### src/rtl/lock_reset_sequencer.sv
// Reset sequencer for the GL0 domain: synchronises CCC lock and the board button,
// filters them, then releases fabric reset followed by processor reset.
module lock_reset_sequencer #(
  parameter int SYNC_STAGES  = 2,
  parameter int LOCK_FILTER  = 16,
  parameter int FABRIC_DELAY = 64,
  parameter int CPU_DELAY    = 256
) (
  input  logic       HCLK,
  input  logic       HRESETN,
  input  logic       PLL_LOCK,
  input  logic       EXT_RESET_N,
  input  logic       SOFT_RESET,
  input  logic       CLEAR_LOST,
  output logic       FABRIC_RESET_N,
  output logic       CPU_RESET_N,
  output logic       LOCK_LOST,
  output logic [7:0] LOSS_COUNT,
  output logic [1:0] SEQ_STATE
);

  localparam logic [1:0] ST_WAIT_LOCK   = 2'd0;
  localparam logic [1:0] ST_FABRIC_HOLD = 2'd1;
  localparam logic [1:0] ST_CPU_HOLD    = 2'd2;
  localparam logic [1:0] ST_RUN         = 2'd3;

  localparam logic [15:0] FILTER_LAST = 16'(LOCK_FILTER - 1);
  localparam logic [15:0] FABRIC_LAST = 16'(FABRIC_DELAY - 1);
  localparam logic [15:0] CPU_LAST    = 16'(CPU_DELAY - 1);

  function automatic logic [7:0] sat_inc8(input logic [7:0] value);
    return (value == 8'hFF) ? value : value + 8'd1;
  endfunction

  logic [SYNC_STAGES-1:0] lock_sync_r;
  logic [SYNC_STAGES-1:0] ext_sync_r;
  logic [1:0]             state_r;
  logic [15:0]            count_r;
  logic                   fabric_rst_n_r;
  logic                   cpu_rst_n_r;
  logic                   lock_lost_r;
  logic [7:0]             loss_count_r;

  logic                   lock_s;
  logic                   ext_s;
  logic                   qual_s;
  logic                   abort_s;
  logic                   loss_event_s;
  logic [1:0]             next_state_s;
  logic [15:0]            next_count_s;

  // Input synchronisers for the two asynchronous inputs
  always_ff @(posedge HCLK or negedge HRESETN) begin
    if (!HRESETN) begin
      lock_sync_r <= '0;
      ext_sync_r  <= '0;
    end else begin
      lock_sync_r <= {lock_sync_r[SYNC_STAGES-2:0], PLL_LOCK};
      ext_sync_r  <= {ext_sync_r[SYNC_STAGES-2:0], EXT_RESET_N};
    end
  end

  assign lock_s       = lock_sync_r[SYNC_STAGES-1];
  assign ext_s        = ext_sync_r[SYNC_STAGES-1];
  assign qual_s       = lock_s & ext_s;
  assign abort_s      = (state_r != ST_WAIT_LOCK) && (!lock_s || !ext_s || SOFT_RESET);
  assign loss_event_s = (state_r != ST_WAIT_LOCK) && !lock_s;

  // Next-state and shared-counter logic; abort outranks counter completion
  always_comb begin
    next_state_s = state_r;
    next_count_s = count_r;
    if (abort_s) begin
      next_state_s = ST_WAIT_LOCK;
      next_count_s = 16'd0;
    end else begin
      case (state_r)
        ST_WAIT_LOCK: begin
          if (SOFT_RESET || !qual_s) begin
            next_count_s = 16'd0;
          end else if (count_r == FILTER_LAST) begin
            next_state_s = ST_FABRIC_HOLD;
            next_count_s = 16'd0;
          end else begin
            next_count_s = count_r + 16'd1;
          end
        end
        ST_FABRIC_HOLD: begin
          if (count_r == FABRIC_LAST) begin
            next_state_s = ST_CPU_HOLD;
            next_count_s = 16'd0;
          end else begin
            next_count_s = count_r + 16'd1;
          end
        end
        ST_CPU_HOLD: begin
          if (count_r == CPU_LAST) begin
            next_state_s = ST_RUN;
            next_count_s = 16'd0;
          end else begin
            next_count_s = count_r + 16'd1;
          end
        end
        ST_RUN: begin
          next_count_s = 16'd0;
        end
        default: begin
          next_state_s = ST_WAIT_LOCK;
          next_count_s = 16'd0;
        end
      endcase
    end
  end

  // State, counter and reset outputs; resets decode the next state so they track it
  always_ff @(posedge HCLK or negedge HRESETN) begin
    if (!HRESETN) begin
      state_r        <= ST_WAIT_LOCK;
      count_r        <= 16'd0;
      fabric_rst_n_r <= 1'b0;
      cpu_rst_n_r    <= 1'b0;
    end else begin
      state_r        <= next_state_s;
      count_r        <= next_count_s;
      fabric_rst_n_r <= (next_state_s == ST_CPU_HOLD) || (next_state_s == ST_RUN);
      cpu_rst_n_r    <= (next_state_s == ST_RUN);
    end
  end

  // Lock-loss log; a new event beats a coincident clear
  always_ff @(posedge HCLK or negedge HRESETN) begin
    if (!HRESETN) begin
      lock_lost_r  <= 1'b0;
      loss_count_r <= 8'd0;
    end else if (loss_event_s) begin
      lock_lost_r  <= 1'b1;
      loss_count_r <= CLEAR_LOST ? 8'd1 : sat_inc8(loss_count_r);
    end else if (CLEAR_LOST) begin
      lock_lost_r  <= 1'b0;
      loss_count_r <= 8'd0;
    end else begin
      lock_lost_r  <= lock_lost_r;
      loss_count_r <= loss_count_r;
    end
  end

  assign FABRIC_RESET_N = fabric_rst_n_r;
  assign CPU_RESET_N    = cpu_rst_n_r;
  assign LOCK_LOST      = lock_lost_r;
  assign LOSS_COUNT     = loss_count_r;
  assign SEQ_STATE      = state_r;

endmodule

### config.mk
export PLATFORM = sky130hd
export DESIGN_NAME = lock_reset_sequencer
export DESIGN_NICKNAME = d
export VERILOG_FILES = /design/src/rtl/lock_reset_sequencer.sv
export SDC_FILE = /design/constraint.sdc
export NUM_CORES = 1
export LEC_CHECK = 0
export BUFFER_PORTS_ARGS = -buffer_cell sky130_fd_sc_hd__buf_2
export CAP_MARGIN = 5
export CORE_ASPECT_RATIO = 1.2
export CORE_MARGIN = 5
export CORE_UTILIZATION = 30
export DETAILED_ROUTE_END_ITERATION = 8
export PLACE_DENSITY_LB_ADDON = 0.1
export SETUP_SLACK_MARGIN = 0.1
export SYNTH_ARGS = -nofsm -noshare
export SYNTH_HDL_FRONTEND = slang
export SYNTH_SLANG_ARGS = --single-unit
### constraint.sdc
create_clock -name HCLK -period 4.51 [get_ports HCLK]
set_clock_uncertainty 0.1 [all_clocks]
set_input_delay 0.2255 -clock HCLK [delete_from_list [all_inputs] [get_ports HCLK]]
set_output_delay 0.2255 -clock HCLK [all_outputs]
set_load 0.01 [all_outputs]
* Word-level counts from Yosys, hierarchy flattened
Index checks and enable logic that the tools add are counted.
** Operators by class
- Add/sub/neg operators :: 2
- Mux-type cells :: 18
- Equal/unequal tests :: 10
- Reductions and logical operators :: 13
- Bitwise operators :: 1
** Operators by type and width (count)
- two-way mux 16 bit :: 5
- case mux 16 bit (4 select lines) :: 1
- two-way mux 8 bit :: 4
- adder 16 x 1 -> 16 bit, second input constant :: 1
- equality test 16 x 4 -> 1 bit, second input constant :: 1
- equality test 16 x 6 -> 1 bit, second input constant :: 1
- equality test 16 x 8 -> 1 bit, second input constant :: 1
- two-way mux 2 bit :: 5
- adder 8 x 1 -> 8 bit, second input constant :: 1
- equality test 2 bit, second input constant :: 4
- equality test 8 bit, second input constant :: 1
- case mux 2 bit (3 select lines) :: 1
- logical OR 1 bit :: 4
- nonzero test 2 bit :: 2
- logical NOT 1 bit :: 3
- equality test 2 x 1 -> 1 bit, second input constant :: 1
- logical AND 1 bit :: 2
- logical NOT 2 bit :: 1
- two-way mux 1 bit :: 2
- inequality test 2 bit, second input constant :: 1
- AND reduction 2 bit :: 1
- AND 1 bit :: 1
** Word-level totals
- Output and inout port bits :: 13
- Register bits :: 33
- Word-level logic and storage cells :: 52
- Input port bits :: 6

* Depth between registers and ports, before layout
Gate-level depths: netlist of run 1.
- Word-level depth :: 8
- Mapped depth :: 7
- Depth with buffers taken out :: 5

* Worst setup path before layout of run 1
OpenSTA, ideal clock, no wires.
- Kind :: register to register
- Start :: reg count_r[0]
- End :: reg count_r[10]
- Setup time :: 123 ps
- Slack :: 2793 ps
- Data required time :: 4287 ps
- Cell stages (with the launch flop) :: 8
- Clock period less this slack :: 1717 ps
- Arrival time :: 1493 ps
- Path through :: dfrtp_1 ha_1 and3_1 clkbuf_2 nand4_1 a22oi_4 buf_12 a21oi_2
** On the way
- Word-level cells in the longest chain between the ends :: 5
** RTL lines
- start: declaration :: line 38 : logic [15:0] count_r;
- start signal: assignment :: line 124 : count_r <= next_count_s;
- adder 16 x 1 -> 16 bit / equality test 16 x 4 -> 1 bit (equally long branches)
- two-way mux 16 bit :: line 81 : end else if (count_r == FILTER_LAST) begin
- two-way mux 16 bit :: line 79 : if (SOFT_RESET || !qual_s) begin
- case mux 16 bit (4 select lines) (*) :: line 77 : case (state_r)
- two-way mux 16 bit (*) :: line 73 : if (abort_s) begin
- via next_count_s[10] :: line 50 : logic [15:0] next_count_s;
The timed path passes the listed nets; every way through them passes the cells marked *.
A chain may end at the register's enable or synchronous reset.

* Final worst setup path of run 1
- Start :: reg count_r[0]
- End :: reg count_r[0]
Same word-level chain as after synthesis.

==> metrics.sh, run 1 <==
RESULT_OF_THE_RUN='finished clean'
POST-ROUTE-MIN-PERIOD_NS=2.01
REG2REG_SETUP_SLACK_NS=2.50
SYNTH_TOP_FLOP_CELL='dfrtp_1'
AGGREGATE_ROUTED_WIRE_LENGTH_UM=3520
DRT_DRC_VIOLATIONS_LEFT=0
FMAX_GHz=0.498
ROUTE.DETAILED.WL_PER_INST_UM=13.4
MIN_PERIOD_OVER_PERIOD_PCT=44.5
P_LEAK_nW=0.849
TRITONCTS='yes'
TOP_LEVEL_PORTS=19
IO_BUFFER_COUNT=18
FINAL-HOLD-VIOLATION-COUNT=0
DP_HPWL_UM=2510
CTS_MAX_PATH_BUFFERS=2
LAYOUT.CELLS.MOST_COMMON_LIST='dfrtp_1, buf_2, a21oi_1, xnor2_1, a21oi_2'
NETLIST-CELL-TYPE-COUNT=45
HOLD-PATH-ENDPOINT='LOSS_COUNT[6]'
REPORT.POWER.TOTAL_mW=0.561
WORST_SLEW_PIN_SLEW_NS=0.747
WORST_SKEW_PAIR.LATE_LATENCY_NS=0.28
WORSTHOLDSTART='CLEAR_LOST'
DRT_ITER0_DRC=47
ANTENNA_CELLS_INSERTED=0
CP_DATA_ARRIVAL_TIME_NS=2.04
GLOBAL_ROUTE.USAGE.TOTAL_PCT=11.0
DRV.MAX_CAP_VIOLATION_COUNT=0
POSTSYNTHNETCOUNT=168
NUMCTSBUFFERS=5
SYNTH.TOP_CELL.AREA_SHARE_PCT=47.4
START_UTIL_PCT=30.8
SETUP_TNS_NS=0
CLOCK_SINK_COUNT=33
FINALWEIGHTEDCONGESTION=0.766
GRT_PASS1_WL_UM=6440
GRT_PASS1_VIAS=1321
POWER_PER_CELL_AREA_mW_PER_MM2=279
IR_WORST_VDD_uV=109
GLOBALROUTE.TOTALOVERFLOW=0
REPORT.FINAL.SLEW_VIOL_COUNT=0
WORSTSETUPSTARTPOINTTYPE='register'
SYN-MEAN-INSTANCE-AREA_SQ_UM=10.9
INITIAL_ANTENNA_VIOLATION_COUNT=0
DIE_WIDTH_UM=79.6
CRITICAL_PATH_REQUIRED_NS=4.54
CLK_PIN_SLEW_WORST_PATHS_NS=0.07
DIE_AREA_SQ_MM=0.00744
SYNTH_AREA_SQ_MM=0.00174
GRT_START_MAX_NET_PINS=34
HOLD_CLASS='in2reg'
POST_SYNTH_INST_COUNT=160
YS_FF_LATCH=33
FILLER_CELL_COUNT=574
FINAL_COMMON_CELL='dfrtp_1'
CLOCK_TREE.HTREE_LEVEL_COUNT=2
YOSYSSEQAREASHARE_PCT=47.4
SYNTH-EDFF-COUNT=0
ROW_COUNT=30
YOSYSWARNINGCOUNT=0
SYNTHDOMINANTAREACELLTYPE='dfrtp_1'
REG2REG_FROM='count_r[0]'
WORSTREGTOREGCELLS=5
ROUTED-VIA-COUNT=1266
MAX_SLEW_MARGIN_PCT=50.2
CRIT_PATH_MAX_FANOUT=16
CRITICALPATHCATEGORY='reg2reg'
FINALSETUPVIOLCOUNT=0
AREA.GROWTH.SYNTH_TO_FINAL_PCT=15.3
CTSRESIZECOUNT=0
ROUTE.ANTENNA.REMAINING_NETS=0
COREAREA_SQ_MM=0.00567
YS_TOP_CELLS_BY_AREA='dfrtp_1, a21oi_2, xnor2_1, a21oi_1, nor4_4'
FRACTION_OF_FINAL_LAYOUT_CELLS_SIZED_BEYOND_DRIVE_STRENGTH_1_PCT=25.8
DRT_PASS1_ITERATIONS=4
SYNTHARSTFLOPSHARE_PCT=100
CTS_ROOT_BUFFER='clkbuf_8'
FINAL_NETS=189
WORST_HOLD_PATH_CELLS=2
GRT_SETUP_UNREPAIRED='false'
DRT-VIAS-PER-INSTANCE=4.83
FLOORPLAN.DIE.HEIGHT_UM=93.5
CRITPATHCAPTURETYPE='register'
R2R-END='count_r[0]'
## synth_stat cells (2+ instances only)
cell	count
buf_2	3
nand2_1	8
xnor2_1	10
nor3_1	8
inv_1	5
a311oi_1	2
nor4_1	4
dfrtp_1	33
nand3b_1	2
o21bai_1	2
and3_1	2
nand4_1	6
nor2_1	9
o21ai_0	2
nand3_1	8
xor2_1	4
nor4_4	2
a211oi_1	2
a21oi_1	10
nor2b_1	2
mux2i_1	2
a21oi_2	10
ha_1	2
## worst max-delay path: stages, from the launching register on
cell and delay, ns:
dfrtp_1 0.40, ha_1 0.22, and3_1 0.28, nand4_1 0.17, a22oi_4 0.55, a21oi_1 0.14
## area by class of cell
cell class,count,area (sq um),share of cell area (%)
clock inverters,1,5.00,0.249
multi-input cells,115,843,42.0
clock buffers,7,96.3,4.79
flip-flops and latches,33,826,41.1
repair buffers,21,120,5.98
inverters,5,18.8,0.934
well taps,80,100,4.98
## routing by layer
layer	routed length, um	global-route usage [%]
met1	1570	13.3
met2	1740	18.0
met3	148	2.89
met4	65	4.87
met5	0	0
## sequential cells by signal, summed over array words and instances, names as in the netlist
| register | cells |
|---|---|
| FABRIC_RESET_N | 1 |
| lock_sync_r | 2 |
| CPU_RESET_N | 1 |
| LOSS_COUNT | 8 |
| SEQ_STATE | 2 |
| ext_sync_r | 2 |
| LOCK_LOST | 1 |
| count_r | 16 |
## worst max-delay path by stage
stage                    start          end  cells past startpoint
global route        count_r[0]   count_r[3]                      5
global placement    count_r[0]   count_r[0]                      5
CTS                 count_r[0]   count_r[0]                      5
floorplan           count_r[0]  count_r[10]                      7
finish              count_r[0]   count_r[0]                      5
detailed placement  count_r[0]   count_r[0]                      5
## metrics by stage
| stage | cells | util, % | cell area (sq um) | worst slack [ns] | hold slack, ns |
|---|---|---|---|---|---|
| floorplan | 160 | - | 1740 | 2.79 | -0.170 |
| global placement | 251 | 33.1 | 1880 | 2.54 | 0.226 |
| detailed placement | 251 | 33.1 | 1880 | 2.49 | 0.235 |
| CTS | 262 | 35.5 | 2010 | 2.47 | 0.130 |
| global route | 262 | 35.5 | 2010 | 2.32 | 0.139 |
| finish | 262 | 35.5 | 2010 | 2.50 | 0.150 |
## report_power, final
group	internal (mW)	total (mW)	switching, mW
clock network	0.138	0.245	0.107
logic	0.00510	0.0162	0.0111
registers	0.298	0.299	0.00127
total	0.441	0.561	0.120
## logic make-up after synthesis
family,after synthesis,share of synthesized area (%)
and+or+nand+nor,61,22.5
AOI/OAI and AO/OA,35,15.6
DFF,33,47.4
xor gates and xnor gates,14,7.03
buffers and inverters,12,4.23
muxes,3,1.79
adders and majority gates,2,1.44
## repair_timing
action,in CTS,in global routing
endpoints found under the hold margin,35,0
buffers inserted,0,0
hold buffers,3,0
(Power assumes the default switching activity.)
==> run 2, diff against run 1 <==
==> constraint.sdc (replaced) <==
create_clock -name HCLK -period 2.1 [get_ports HCLK]
set_clock_uncertainty 0.1 [all_clocks]
set_input_delay 0.105 -clock HCLK [delete_from_list [all_inputs] [get_ports HCLK]]
set_output_delay 0.105 -clock HCLK [all_outputs]
set_load 0.01 [all_outputs]
==> metrics.sh, run 2 (synthesis gave the netlist of run 1 again) <==
START_UTIL_PCT=30.8  # unchanged
DRT-VIAS-PER-INSTANCE=4.80  # -0.65%
DRT_PASS1_ITERATIONS=4  # unchanged
FINALSETUPVIOLCOUNT=0  # unchanged
PLACED_CELLS_INCL_TAPS=255  # +1.6%
ROUTED-VIA-COUNT=1277  # +0.87%
LAYOUT.CELLS.MOST_COMMON_LIST='dfrtp_1, buf_2, a21oi_1, xnor2_1, a21oi_2'
POST-ROUTE-MIN-PERIOD_NS=1.81  # -0.198 ns
CRITICALPATHCATEGORY='reg2reg'
FRACTION_OF_FINAL_LAYOUT_CELLS_SIZED_BEYOND_DRIVE_STRENGTH_1_PCT=27.4  # +1.6 points
HOLD_CLASS='in2reg'
GRT_SETUP_UNREPAIRED='false'
HOLD-PATH-ENDPOINT='LOSS_COUNT[6]'
CLK_PIN_SLEW_WORST_PATHS_NS=0.07  # about the same
LARGEST_REG_FLOPS=16  # unchanged
FMAX_GHz=0.552  # +11%
IO_BUFFER_COUNT=18  # unchanged
AREA.GROWTH.SYNTH_TO_FINAL_PCT=18.4
FINAL_NETS=193  # +2.1%
R2R-END='count_r[1]'
GRT_PASS1_VIAS=1301  # -1.5%
GLOBALROUTE.TOTALOVERFLOW=0  # unchanged
P_LEAK_nW=0.878  # +3.5%
CLOCK_TREE.HTREE_LEVEL_COUNT=2  # unchanged
INITIAL_ANTENNA_VIOLATION_COUNT=0  # unchanged
NUMCTSBUFFERS=5  # unchanged
TRITONCTS='yes'
POWER.SWITCHING_mW=0.252  # +110%
COMB_POWER_SHARE_PCT=3.1  # +0.2 points
CRIT_PATH_MAX_FANOUT=16  # unchanged
WORSTSETUPSTARTPOINTTYPE='register'
P_CLK_SHARE_PCT=43.4  # -0.3 points
ROUTE.ANTENNA.REMAINING_NETS=0  # unchanged
POWER_PER_CELL_AREA_mW_PER_MM2=582  # +110%
FINAL-HOLD-VIOLATION-COUNT=0  # unchanged
FLOORPLAN.DIE.HEIGHT_UM=93.5  # unchanged
MAX_FLOP_REGISTER='count_r'
REPORT.POWER.TOTAL_mW=1.20  # +110%
TOP_LEVEL_PORTS=19  # unchanged
WORST_SLEW_PIN_SLEW_NS=0.730  # -0.0176 ns
WORST_SKEW_PAIR.LATE_LATENCY_NS=0.28  # about the same
GRT_START_MAX_NET_PINS=34  # unchanged
DRT_ITER0_DRC=69  # +47%
REG2REG_SETUP_SLACK_NS=0.29  # -2.21 ns
MAX_SLEW_MARGIN_PCT=51.4  # +1.2 points
ROUTE.DETAILED.WL_PER_INST_UM=12.9  # -4.4%
AGGREGATE_ROUTED_WIRE_LENGTH_UM=3420  # -2.9%
MULTI_INPUT_AREA_SQ_UM=843  # unchanged
FILLER_CELL_COUNT=592  # +3.1%
SEQUENTIAL_CELL_AREA_SQ_UM=826  # unchanged
ANTENNA_CELLS_INSERTED=0  # unchanged
DRV.MAX_CAP_VIOLATION_COUNT=0  # unchanged
FINAL_COMMON_CELL='dfrtp_1'
DIE_WIDTH_UM=79.6  # unchanged
SWSHARE_PCT=20.9  # -0.39 points
DP_HPWL_UM=2460  # -1.9%
CRITPATHCAPTURETYPE='register'
CLOCK_SINK_COUNT=33  # unchanged
FIN_CELLS=266  # +1.5%
WORSTPATHCELLLIST='ha_1 -> and3_1 -> nand4_1 -> a22oi_4 -> buf_12 -> a21boi_1'
SETUP_TNS_NS=0  # unchanged
WORSTREGTOREGCELLS=6  # +1
FINALWEIGHTEDCONGESTION=0.727  # -5.0%
REPORT.FINAL.SLEW_VIOL_COUNT=0  # unchanged
SLOWEST_STAGE='dfrtp_1'
CTS_ROOT_BUFFER='clkbuf_8'
CTS_MAX_PATH_BUFFERS=2  # unchanged
GLOBAL_ROUTE.USAGE.TOTAL_PCT=10.5  # -0.51 points
DRT_DRC_VIOLATIONS_LEFT=0  # unchanged
INTERNAL_POWER_SUMMED_OVER_ALL_CELLS_mW=0.950  # +120%
SHARE_SEQ_OF_TOTAL_POWER_PCT=53.5  # about the same
WORST_HOLD_PATH_CELLS=2  # unchanged
CRITICAL_PATH_REQUIRED_NS=2.16  # -2.38 ns
COREAREA_SQ_MM=0.00567  # unchanged
DIE_AREA_SQ_MM=0.00744  # unchanged
WORSTHOLDSTART='CLEAR_LOST'
RESULT_OF_THE_RUN='finished clean'
CP_DATA_ARRIVAL_TIME_NS=1.87  # -0.17 ns
ROW_COUNT=30  # unchanged
GRT_PASS1_WL_UM=6080  # -5.7%
CRIT_PATH_MAX_INCR_DELAY_NS=0.40  # -0.15 ns
IR_WORST_VDD_uV=193  # +76%
REG2REG_FROM='count_r[0]'
MIN_PERIOD_OVER_PERIOD_PCT=86.3  # +42 points
[run 2: layout make-up]
| class | count | area share, % |
|---|---|---|
| multi-input cells | 115 | 40.8 |
| flip-flops and latches | 33 | 40.0 |
| repair buffers | 25 | 8.48 |
| well taps | 80 | 4.85 |
| clock buffers | 7 | 4.67 |
| inverters | 5 | 0.909 |
| clock inverters | 1 | 0.242 |
[run 2: power groups by stage]
stage          Combinational (mW)  Clock [mW]  Sequential [mW]
6_report                   0.0377       0.521            0.643
5_1_grt                    0.0438       0.577            0.643
2_1_floorplan              0.0148           0            0.654
4_1_cts                    0.0398       0.544            0.643
3_5_place_dp               0.0353           0            0.655
3_3_place_gp               0.0352           0            0.655
[run 2: worst max-delay path by stage]
stage / slack [ns] / startpoint / end / cells past startpoint
detailed placement: 0.29 / count_r[0] / count_r[3] / 6
global placement: 0.31 / count_r[0] / count_r[0] / 6
finish: 0.29 / count_r[0] / count_r[1] / 6
floorplan: 0.38 / count_r[0] / count_r[12] / 7
global route: 0.17 / count_r[0] / count_r[2] / 6
CTS: 0.27 / count_r[0] / count_r[2] / 6
[run 2: worst max-delay path: cells and delay by family (launching register included)]
kind,cells,cell delay [ns]
flops,1,0.40
simple gates,2,0.48
buf+inv,1,0.18
compound gates,2,0.31
fa+ha+maj,1,0.23
[run 2: metrics by stage]
step / utilization [%] / setup WS, ns / instance area [sq um] / hold slack (ns)
after floorplan: - / 0.383 / 1740 / -0.291
final: 36.4 / 0.288 / 2060 / 0.0163
after detailed placement: 34.1 / 0.286 / 1930 / 0.115
after CTS: 36.4 / 0.270 / 2060 / 0.0130
after global routing: 36.4 / 0.168 / 2060 / 0.0298
after global placement: 34.1 / 0.315 / 1930 / 0.110
[run 2: routing by layer]
metal,routed length [um],up-vias,track usage (%)
li1,-,630,-
met1,1550,622,13.0
met2,1690,21,16.9
met3,131,4,2.99
met4,52,0,4.30
met5,0,-,0
[run 2: what timing repair did]
| action | 4_1_cts | 5_1_grt |
|---|---|---|
| resized for setup | 0 | 0 |
| hold buffers | 3 | 0 |
| setup endpoints to repair | 0 | 0 |
| hold endpoints to repair | 35 | 0 |
| setup buffers | 0 | 0 |
